## config.mk

```make
export PLATFORM = sky130hd
export DESIGN_NAME = keypad_operand_entry
export DESIGN_NICKNAME = d
export VERILOG_FILES = /design/src/rtl/keypad_operand_entry.sv
export SDC_FILE = /design/constraint.sdc
export NUM_CORES = 1
export LEC_CHECK = 0
export CAP_MARGIN = 40
export CORE_MARGIN = 2
export CORE_UTILIZATION = 30
export DETAILED_ROUTE_END_ITERATION = 10
export HOLD_SLACK_MARGIN = 0.03
export PLACE_DENSITY = 0.54
export SYNTH_ARGS = -nofsm -noshare
export SYNTH_HDL_FRONTEND = slang
export SYNTH_SLANG_ARGS = --single-unit
```

## constraint.sdc

```tcl
create_clock -name clk -period 4 [get_ports clk]
set_clock_uncertainty 0.2 [all_clocks]
set_input_delay 0.6 -clock clk [delete_from_list [all_inputs] [get_ports clk]]
set_output_delay 0.6 -clock clk [all_outputs]
set_load 0.01 [all_outputs]
```

## src/rtl/keypad_operand_entry.sv

```systemverilog
// Keypad operand entry: builds two decimal operands from scanner key events and
// converts them to binary for the arithmetic stage. Optional backspace: KEYPAD_BACKSPACE_EN.
module keypad_operand_entry #(
    parameter int MAX_DIGITS = 3,
    parameter int BIN_W      = 10
) (
    input  logic                               clk,
    input  logic                               rst,
    input  logic [3:0]                         key_code,
    input  logic                               key_pulse,
    input  logic                               op_ready,
    output logic                               op_valid,
    output logic [BIN_W-1:0]                   op_a,
    output logic [BIN_W-1:0]                   op_b,
    output logic [4*MAX_DIGITS-1:0]            disp_bcd,
    output logic [$clog2(MAX_DIGITS+1)-1:0]    disp_cnt,
    output logic                               disp_sel
);

    localparam int DW = 4 * MAX_DIGITS;
    localparam int CW = $clog2(MAX_DIGITS + 1);
    localparam int SW = $clog2(2 * MAX_DIGITS);
    localparam logic [CW-1:0] CNT_MAX     = CW'(MAX_DIGITS);
    localparam logic [SW-1:0] STEP_A_LAST = SW'(MAX_DIGITS - 1);
    localparam logic [SW-1:0] STEP_LAST   = SW'(2 * MAX_DIGITS - 1);

    typedef enum logic [1:0] {S_A, S_B, S_CONV, S_OUT} state_t;

    state_t              state_q, state_d;
    logic [DW-1:0]       a_bcd_q, a_bcd_d, b_bcd_q, b_bcd_d;
    logic [CW-1:0]       a_cnt_q, a_cnt_d, b_cnt_q, b_cnt_d;
    logic [2*DW-1:0]     conv_sh_q, conv_sh_d;
    logic [SW-1:0]       step_q, step_d;
    logic [BIN_W-1:0]    acc_q, acc_d, a_res_q, a_res_d;
    logic [BIN_W-1:0]    op_a_q, op_a_d, op_b_q, op_b_d;
    logic                op_valid_q, op_valid_d, disp_sel_q, disp_sel_d;
    logic [DW-1:0]       disp_bcd_q, disp_bcd_d;
    logic [CW-1:0]       disp_cnt_q, disp_cnt_d;

    logic                is_digit;
    logic [3:0]          digit;
    logic                key_next, key_clear, key_eq, key_bs;
    logic [BIN_W-1:0]    mac;

    always_comb begin
        is_digit = 1'b1;
        digit    = 4'd0;
        case (key_code)
            4'd0:    digit = 4'd1;
            4'd1:    digit = 4'd2;
            4'd2:    digit = 4'd3;
            4'd4:    digit = 4'd4;
            4'd5:    digit = 4'd5;
            4'd6:    digit = 4'd6;
            4'd8:    digit = 4'd7;
            4'd9:    digit = 4'd8;
            4'd10:   digit = 4'd9;
            4'd13:   digit = 4'd0;
            default: is_digit = 1'b0;
        endcase
        is_digit = is_digit & key_pulse;
    end

    assign key_next  = key_pulse && (key_code == 4'd3);
    assign key_clear = key_pulse && (key_code == 4'd12);
    assign key_eq    = key_pulse && (key_code == 4'd14);
`ifdef KEYPAD_BACKSPACE_EN
    assign key_bs    = key_pulse && (key_code == 4'd7);
`else
    assign key_bs    = 1'b0;
`endif

    // One Horner step: acc*10 + next MSD-first digit, wrapping at BIN_W.
    assign mac = (acc_q << 3) + (acc_q << 1) + BIN_W'(conv_sh_q[2*DW-1 -: 4]);

    always_comb begin
        // NOTE: every _d starts as its _q so no path through the case leaves a latch.
        state_d   = state_q;
        a_bcd_d   = a_bcd_q;
        b_bcd_d   = b_bcd_q;
        a_cnt_d   = a_cnt_q;
        b_cnt_d   = b_cnt_q;
        conv_sh_d = conv_sh_q;
        step_d    = step_q;
        acc_d     = acc_q;
        a_res_d   = a_res_q;
        op_a_d    = op_a_q;
        op_b_d    = op_b_q;

        case (state_q)
            S_A: begin
                if (is_digit && a_cnt_q != CNT_MAX) begin
                    a_bcd_d = (a_bcd_q << 4) | DW'(digit);
                    a_cnt_d = a_cnt_q + 1'b1;
                end else if (key_next && a_cnt_q != '0) begin
                    state_d = S_B;
                end else if (key_bs && a_cnt_q != '0) begin
                    a_bcd_d = a_bcd_q >> 4;
                    a_cnt_d = a_cnt_q - 1'b1;
                end
            end
            S_B: begin
                if (is_digit && b_cnt_q != CNT_MAX) begin
                    b_bcd_d = (b_bcd_q << 4) | DW'(digit);
                    b_cnt_d = b_cnt_q + 1'b1;
                end else if (key_eq && b_cnt_q != '0) begin
                    state_d   = S_CONV;
                    conv_sh_d = {a_bcd_q, b_bcd_q};
                    step_d    = '0;
                    acc_d     = '0;
                end else if (key_bs && b_cnt_q != '0) begin
                    b_bcd_d = b_bcd_q >> 4;
                    b_cnt_d = b_cnt_q - 1'b1;
                end
            end
            S_CONV: begin
                conv_sh_d = conv_sh_q << 4;
                step_d    = step_q + 1'b1;
                if (step_q == STEP_A_LAST) begin
                    a_res_d = mac;
                    acc_d   = '0;
                end else begin
                    acc_d = mac;
                end
                if (step_q == STEP_LAST) begin
                    op_a_d  = a_res_q;
                    op_b_d  = mac;
                    state_d = S_OUT;
                end
            end
            S_OUT: begin
                if (op_ready) begin
                    state_d = S_A;
                    a_bcd_d = '0;
                    b_bcd_d = '0;
                    a_cnt_d = '0;
                    b_cnt_d = '0;
                end
            end
            default: state_d = S_A;
        endcase

        if (key_clear && (state_q == S_A || state_q == S_B)) begin
            state_d = S_A;
            a_bcd_d = '0;
            b_bcd_d = '0;
            a_cnt_d = '0;
            b_cnt_d = '0;
        end

        // Outputs are registered copies of the next-state view.
        op_valid_d = (state_d == S_OUT);
        disp_sel_d = (state_d != S_A);
        disp_bcd_d = disp_sel_d ? b_bcd_d : a_bcd_d;
        disp_cnt_d = disp_sel_d ? b_cnt_d : a_cnt_d;
    end

    // NOTE: sequential state uses non-blocking assignments only, so every register samples pre-edge values.
    always_ff @(posedge clk or posedge rst) begin
        if (rst) begin
            state_q    <= S_A;
            a_bcd_q    <= '0;
            b_bcd_q    <= '0;
            a_cnt_q    <= '0;
            b_cnt_q    <= '0;
            conv_sh_q  <= '0;
            step_q     <= '0;
            acc_q      <= '0;
            a_res_q    <= '0;
            op_a_q     <= '0;
            op_b_q     <= '0;
            op_valid_q <= 1'b0;
            disp_sel_q <= 1'b0;
            disp_bcd_q <= '0;
            disp_cnt_q <= '0;
        end else begin
            state_q    <= state_d;
            a_bcd_q    <= a_bcd_d;
            b_bcd_q    <= b_bcd_d;
            a_cnt_q    <= a_cnt_d;
            b_cnt_q    <= b_cnt_d;
            conv_sh_q  <= conv_sh_d;
            step_q     <= step_d;
            acc_q      <= acc_d;
            a_res_q    <= a_res_d;
            op_a_q     <= op_a_d;
            op_b_q     <= op_b_d;
            op_valid_q <= op_valid_d;
            disp_sel_q <= disp_sel_d;
            disp_bcd_q <= disp_bcd_d;
            disp_cnt_q <= disp_cnt_d;
        end
    end

    assign op_valid = op_valid_q;
    assign op_a     = op_a_q;
    assign op_b     = op_b_q;
    assign disp_bcd = disp_bcd_q;
    assign disp_cnt = disp_cnt_q;
    assign disp_sel = disp_sel_q;

endmodule

```

== After elaboration in Yosys (flattened, before gate mapping) ==
Index checks and enable logic that the tools add are counted.
Cells by class
  $add $sub $neg: 5
  equality and inequality tests: 22
  muxes and demuxes: 38
  bitwise logic cells: 3
  reduce and logical (&&, ||, !) cells: 19
Operators with widths (count)
  2-to-1 mux 12 bit: 7
  2-to-1 mux 24 bit: 2
  one-hot mux 12 bit (2 select lines): 2
  one-hot mux 24 bit (2 select lines): 1
  one-hot mux 4 bit (9 select lines): 1
  2-to-1 mux 2 bit: 14
  2-to-1 mux 9 bit: 3
  == test 4 bit, second input constant: 6
  OR 12 x 4 -> 12 bit: 2
  one-hot mux 9 bit (2 select lines): 1
  == test 4 x 3 -> 1 bit, second input constant: 3
  adder 10 bit: 1
  adder 10 x 4 -> 10 bit: 1
  OR reduction 10 bit: 1
  == test 4 x 2 -> 1 bit, second input constant: 2
  logical AND 1 bit: 8
  inequality test 2 bit, second input constant: 4
  one-hot mux 2 bit (2 select lines): 2
  one-hot mux 2 bit (4 select lines): 1
  nonzero test 2 bit: 4
  == test 2 bit, second input constant: 3
  2-to-1 mux 3 bit: 2
  one-hot mux 3 bit (2 select lines): 1
  adder 2 x 1 -> 2 bit, second input constant: 2
  12 further kinds: 13
Word-level totals
  register bits after elaboration: 112
  input port bits: 8
  output and inout port bits: 36

== Longest topological paths before layout ==
  word-level depth: 10
  gate-level depth with buffers: 10
  mapped depth without buffers: 10

== Worst setup path after synthesis ==
No wires, ideal clock.
  path type: in2reg
  start point: in key_code[2]
  end point: reg disp_bcd_q[10], in the netlist disp_bcd[10]
  library setup time: 0.125 ns
  arrival time: 2.179 ns
  required time: 3.675 ns
  setup slack: 1.496 ns
  cell stages on the path: 8
  buffers on the path: 2
  cell sequence: clkbuf_2 > nand4b_4 > or3b_4 > a22oi_2 > o211ai_2 > nand2_4 > buf_12 > mux2_4
On the way
  word-level cells in the longest chain between the ends: 10
  elaborated cells on any way between the ends: 38
  classes of those cells: eq/ne (12); mux (14); bitwise (1); reduce/logical (11)
RTL lines
  start: declaration: line 9  | input logic [3:0] key_code,
  == test 4 bit (tied with other cells): line 48  | case (key_code)
  OR reduction 10 bit (no source line)
  2-to-1 mux 1 bit: line 48
  AND 1 bit: line 61  | is_digit = is_digit & key_pulse;
  logical AND 1 bit, on equally long branches: line 103, 92
  2-to-1 mux 2 bit, on equally long branches: line 103, 92
  one-hot mux 2 bit (4 select lines): line 90  | case (state_q)
  2-to-1 mux 2 bit *: line 143  | if (key_clear && (state_q == S_A || state_q == S_B)) begin
  nonzero test 2 bit *: line 153  | disp_sel_d = (state_d != S_A);
  net disp_sel_d: line 36  | logic op_valid_q, op_valid_d, disp_sel_q, disp_sel_d;
  2-to-1 mux 12 bit *: line 154  | disp_bcd_d = disp_sel_d ? b_bcd_d : a_bcd_d;
  net disp_bcd_d[10]: line 37  | logic [DW-1:0] disp_bcd_q, disp_bcd_d;
  end signal: assignment: line 190  | disp_bcd_q <= disp_bcd_d;
  end: declaration: line 37
Mark *: on every way through the listed nets, which the timed path passes. The rest lies on a longest branch.
A chain may end at the register's enable or synchronous reset.

== Worst setup path in the final report ==
  start point: in key_code[2]
  end point: reg acc_q[0]
On the way
  word-level cells in the longest chain between the ends: 7
  elaborated cells on any way between the ends: 20
  classes of those cells: eq/ne (12); mux (1); bitwise (1); reduce/logical (6)
RTL lines
  == test 4 bit (tied with other cells): line 48
  OR reduction 10 bit (no source line)
  2-to-1 mux 1 bit: line 48
  AND 1 bit: line 61
  logical AND 1 bit: line 103  | if (is_digit && b_cnt_q != CNT_MAX) begin
  inequality test 2 bit (no source line)
  AND reduction 3 bit (no source line) *
  end signal: assignment: line 168  | acc_q <= '0;
  end signal: assignment: line 184  | acc_q <= acc_d;
  end: declaration: line 34  | logic [BIN_W-1:0] acc_q, acc_d, a_res_q, a_res_d;
Every way passes the cells marked *; elsewhere a longest branch is shown, timed or not.

==> flow_summary_export.csv <==
group,metric,value,unit
global_routing,antenna_found_initial,0,
route,ant_nets,0,
cells_and_area,area_delta_synth_final,19.46,%
placed_design,gp_congestion,0.7981,
cells_and_area,seq_area,0.002803,mm2
placed_design,postPlaceCellArea,0.005942,mm2
cts,tritoncts,"yes",
cts,clk_pin_slew_worst_paths,70,ps
cts,cts_hold_buffers,0,
route,route.met2.wl,5132,um
power,internal-power,2.231,mW
setup_path,path_cells,"clkdlybuf4s50_1 > nand4b_4 > or3b_4 > a21o_1 > buf_8 > buf_4 > a22o_1",
timing,fin_setup_tns,0,ps
synth,synth.distinct_cells,46,
synth,yosys_warnings,0,
global_routing,grt_max_degree,65,
setup_path,cpPeakStageDelay,660,ps
route,drt-total-wl,10850,um
power,netSwitchingFraction,32.93,%
setup_path,cp_data_arrival_time,2910,ps
power,seqPwrFrac,45.6,%
floorplanning,core.rowCount,48,
synth,netlist_instances,454,
cts,cts_buffers,9,
global_routing,grt.total_usage,12.66,%
cts,clk_latency,350,ps
power,ir_drop,258.6,uV
placed_design,io_buffer_count,43,
route,num_vias,3470,
cells_and_area,diodes,0,
route,wl_met1,5193,um
cts,h-tree-depth,3,
status,run_status,"complete, no violations",
synth,synth_edf_count,0,
power,combPwrFrac,27.7,%
synth,syn_area,0.005221,mm2
global_routing,grt_overflow,0,
cells_and_area,multi_input_area,0.002222,mm2
floorplanning,start_util,30.40,%
cts,cts_setup_buffers,0,
timing,fmax,348.0,MHz
global_routing,grt_pass1_vias,3560,
synth,async_reset_ff_share,100.0,%
cells_and_area,nNetsFinal,532,
power,leakage,2.804,nW
cts,cts_max_path_buffers,2,
route,via_per_inst,4.773,
cells_and_area,drive_gt1_share,13.15,%
power,pwr_density_cell,533.4,mW/mm2
timing,rsz0062_at_grt,"no",
timing,max-slew-margin-rel,60.49,%
timing,slew_violations,0,
worst_hold_path,hold_path.class,"input pin to async pin",
power,total_power,3.327,mW
route,dr.pass1.iters,4,
setup_path,cp-end-kind,"flip-flop",
floorplanning,io_pins,44,
cts,ctsRootBufferMaster,"clkbuf_16",
power,switching_power,1.096,mW
route,avgRoutedWirePerCell,14.93,um
floorplanning,design.die.area,0.01848,mm2
timing,layout_worst_path_cycle_share,71.84,%
timing,worst_slew_pin_slew,592.7,ps
setup_path,cp_slowest_cell,"clkdlybuf4s50_1",
placed_design,dp.final_hpwl,7483,um
floorplanning,dieWidth,135.9,um
cells_and_area,mostFrequentLayoutCells,"dfrtp_1, nand2_1, o21ai_0",
synth,ys_seq_area_share,53.68,%
setup_path,start_kind,"input pin",
synth,synth-main-ff-cell,"dfrtp_1",
cells_and_area,fillers,1757,
route,drc,0,
timing,hold_viol,0,
setup_path,criticalPathCategory,"input pin to flip-flop",
job,max_cap_violations,0,
power,clkPwrFrac,26.7,%
cells_and_area,mostFrequentLayoutCell,"dfrtp_1",
cts,cts.sinks,112,
route,wl_met3,392,um
route,routed.top_layer,"met4",
timing,setup_viol,0,
route,drtIter0Drc,126,
global_routing,grt_pass1_wl,18460,um
timing,period_minus_slack,2874,ps
synth,synth_fp_nets,489,
setup_path,crit_path_max_fanout,25,
setup_path,worstPathRequired,4040,ps
synth,synth.avg_cell_area,11.50,um2
floorplanning,core,0.01718,mm2
floorplanning,die_h,135.9,um
cts,cts_resized,0,
cells_and_area,post-route-cell-area,0.006237,mm2
timing,hold_slack,261.6,ps
synth,synth_seq_cells,112,
cell usage after synthesis (13+ instances only):
| cell type | count | area share (%) |
|---|---|---|
| mux2i_1 | 23 | 4.4 |
| inv_1 | 22 | 1.6 |
| mux2_2 | 21 | 4.5 |
| nor2_1 | 25 | 1.8 |
| o21ai_0 | 49 | 4.7 |
| a22o_1 | 18 | 3.0 |
| dfrtp_1 | 112 | 54 |
| a22oi_1 | 13 | 1.9 |
| ha_1 | 25 | 6.0 |
| clkbuf_1 | 14 | 1.0 |
| nand2_1 | 51 | 3.7 |
final cells by class:
class                   instances  share of cell area [%]
well taps                     225                   4.514
multi-input cells             298                   35.63
inverters                      22                   1.364
repair buffers                 54                   8.826
flip-flops and latches        112                   44.93
clock buffers                   9                   3.611
clock inverters                 7                   1.123
cell families after synthesis:
family	share of synthesized area (%)
flops	53.68
mux	11.24
buf+inv	3.762
compound gates	13.71
fa+ha+maj	6.758
simple gates	9.346
xor+xnor	1.510
flip-flops by register name, summed over array words and instances, names as in the netlist:
name	count
conv_sh_q	24
a_bcd_q	12
b_bcd_q	12
disp_bcd	12
a_res_q	10
op_a	10
op_b	10
acc_q	9
step_q	3
a_cnt_q	2
b_cnt_q	2
disp_cnt	2
state_q	2
disp_sel	1
op_valid	1
critical path, delay by kind of cell:
family	cells	cell delay, ps
compound gates	2	610
simple gates	2	580
buf+inv	3	1110
power groups by stage:
stage	Clock (mW)	Sequential, mW	Combinational [mW]
after CTS	0.921	1.52	0.933
after detailed placement	0	1.54	0.921
final	0.887	1.52	0.921
after floorplan	0	1.52	0.587
after global routing	0.962	1.55	1.03
after global placement	0	1.54	0.901
per-stage QoR:
stage                     setup WS, ps  util, %  std cells
after floorplan                  241.0        -        454
after global placement           747.8    34.32        708
after detailed placement         754.5    34.59        711
after CTS                         1134    36.31        727
after global routing              1004    36.31        727
final                             1126    36.31        727
path summary, 6_finish.rpt:
check,from,end,slack (ps),cells past startpoint
min in group clk,a_res_q[6]$_DFFE_PP0P_,a_res_q[6]$_DFFE_PP0P_,280,2
max in group asynchronous,rst,disp_bcd[6]$_DFF_PP0_,2510,4
min,rst,state_q[0]$_DFF_PP0_,260,2
max reg2reg,conv_sh_q[23]$_DFFE_PP0P_,a_res_q[7]$_DFFE_PP0P_,1180,8
max,key_code[2],acc_q[0]$_DFFE_PP0P_,1130,7
min reg2reg,a_res_q[6]$_DFFE_PP0P_,a_res_q[6]$_DFFE_PP0P_,280,2
routing by layer:
| layer | global-route usage (%) | up-vias |
|---|---|---|
| met3 | 2.685 | 11 |
| li1 | - | 1673 |
| met1 | 16.95 | 1728 |
| met2 | 20.74 | 58 |
| met4 | 3.588 | 0 |
| met5 | 0 | - |
Note: power is estimated with default switching activity, not from simulation.
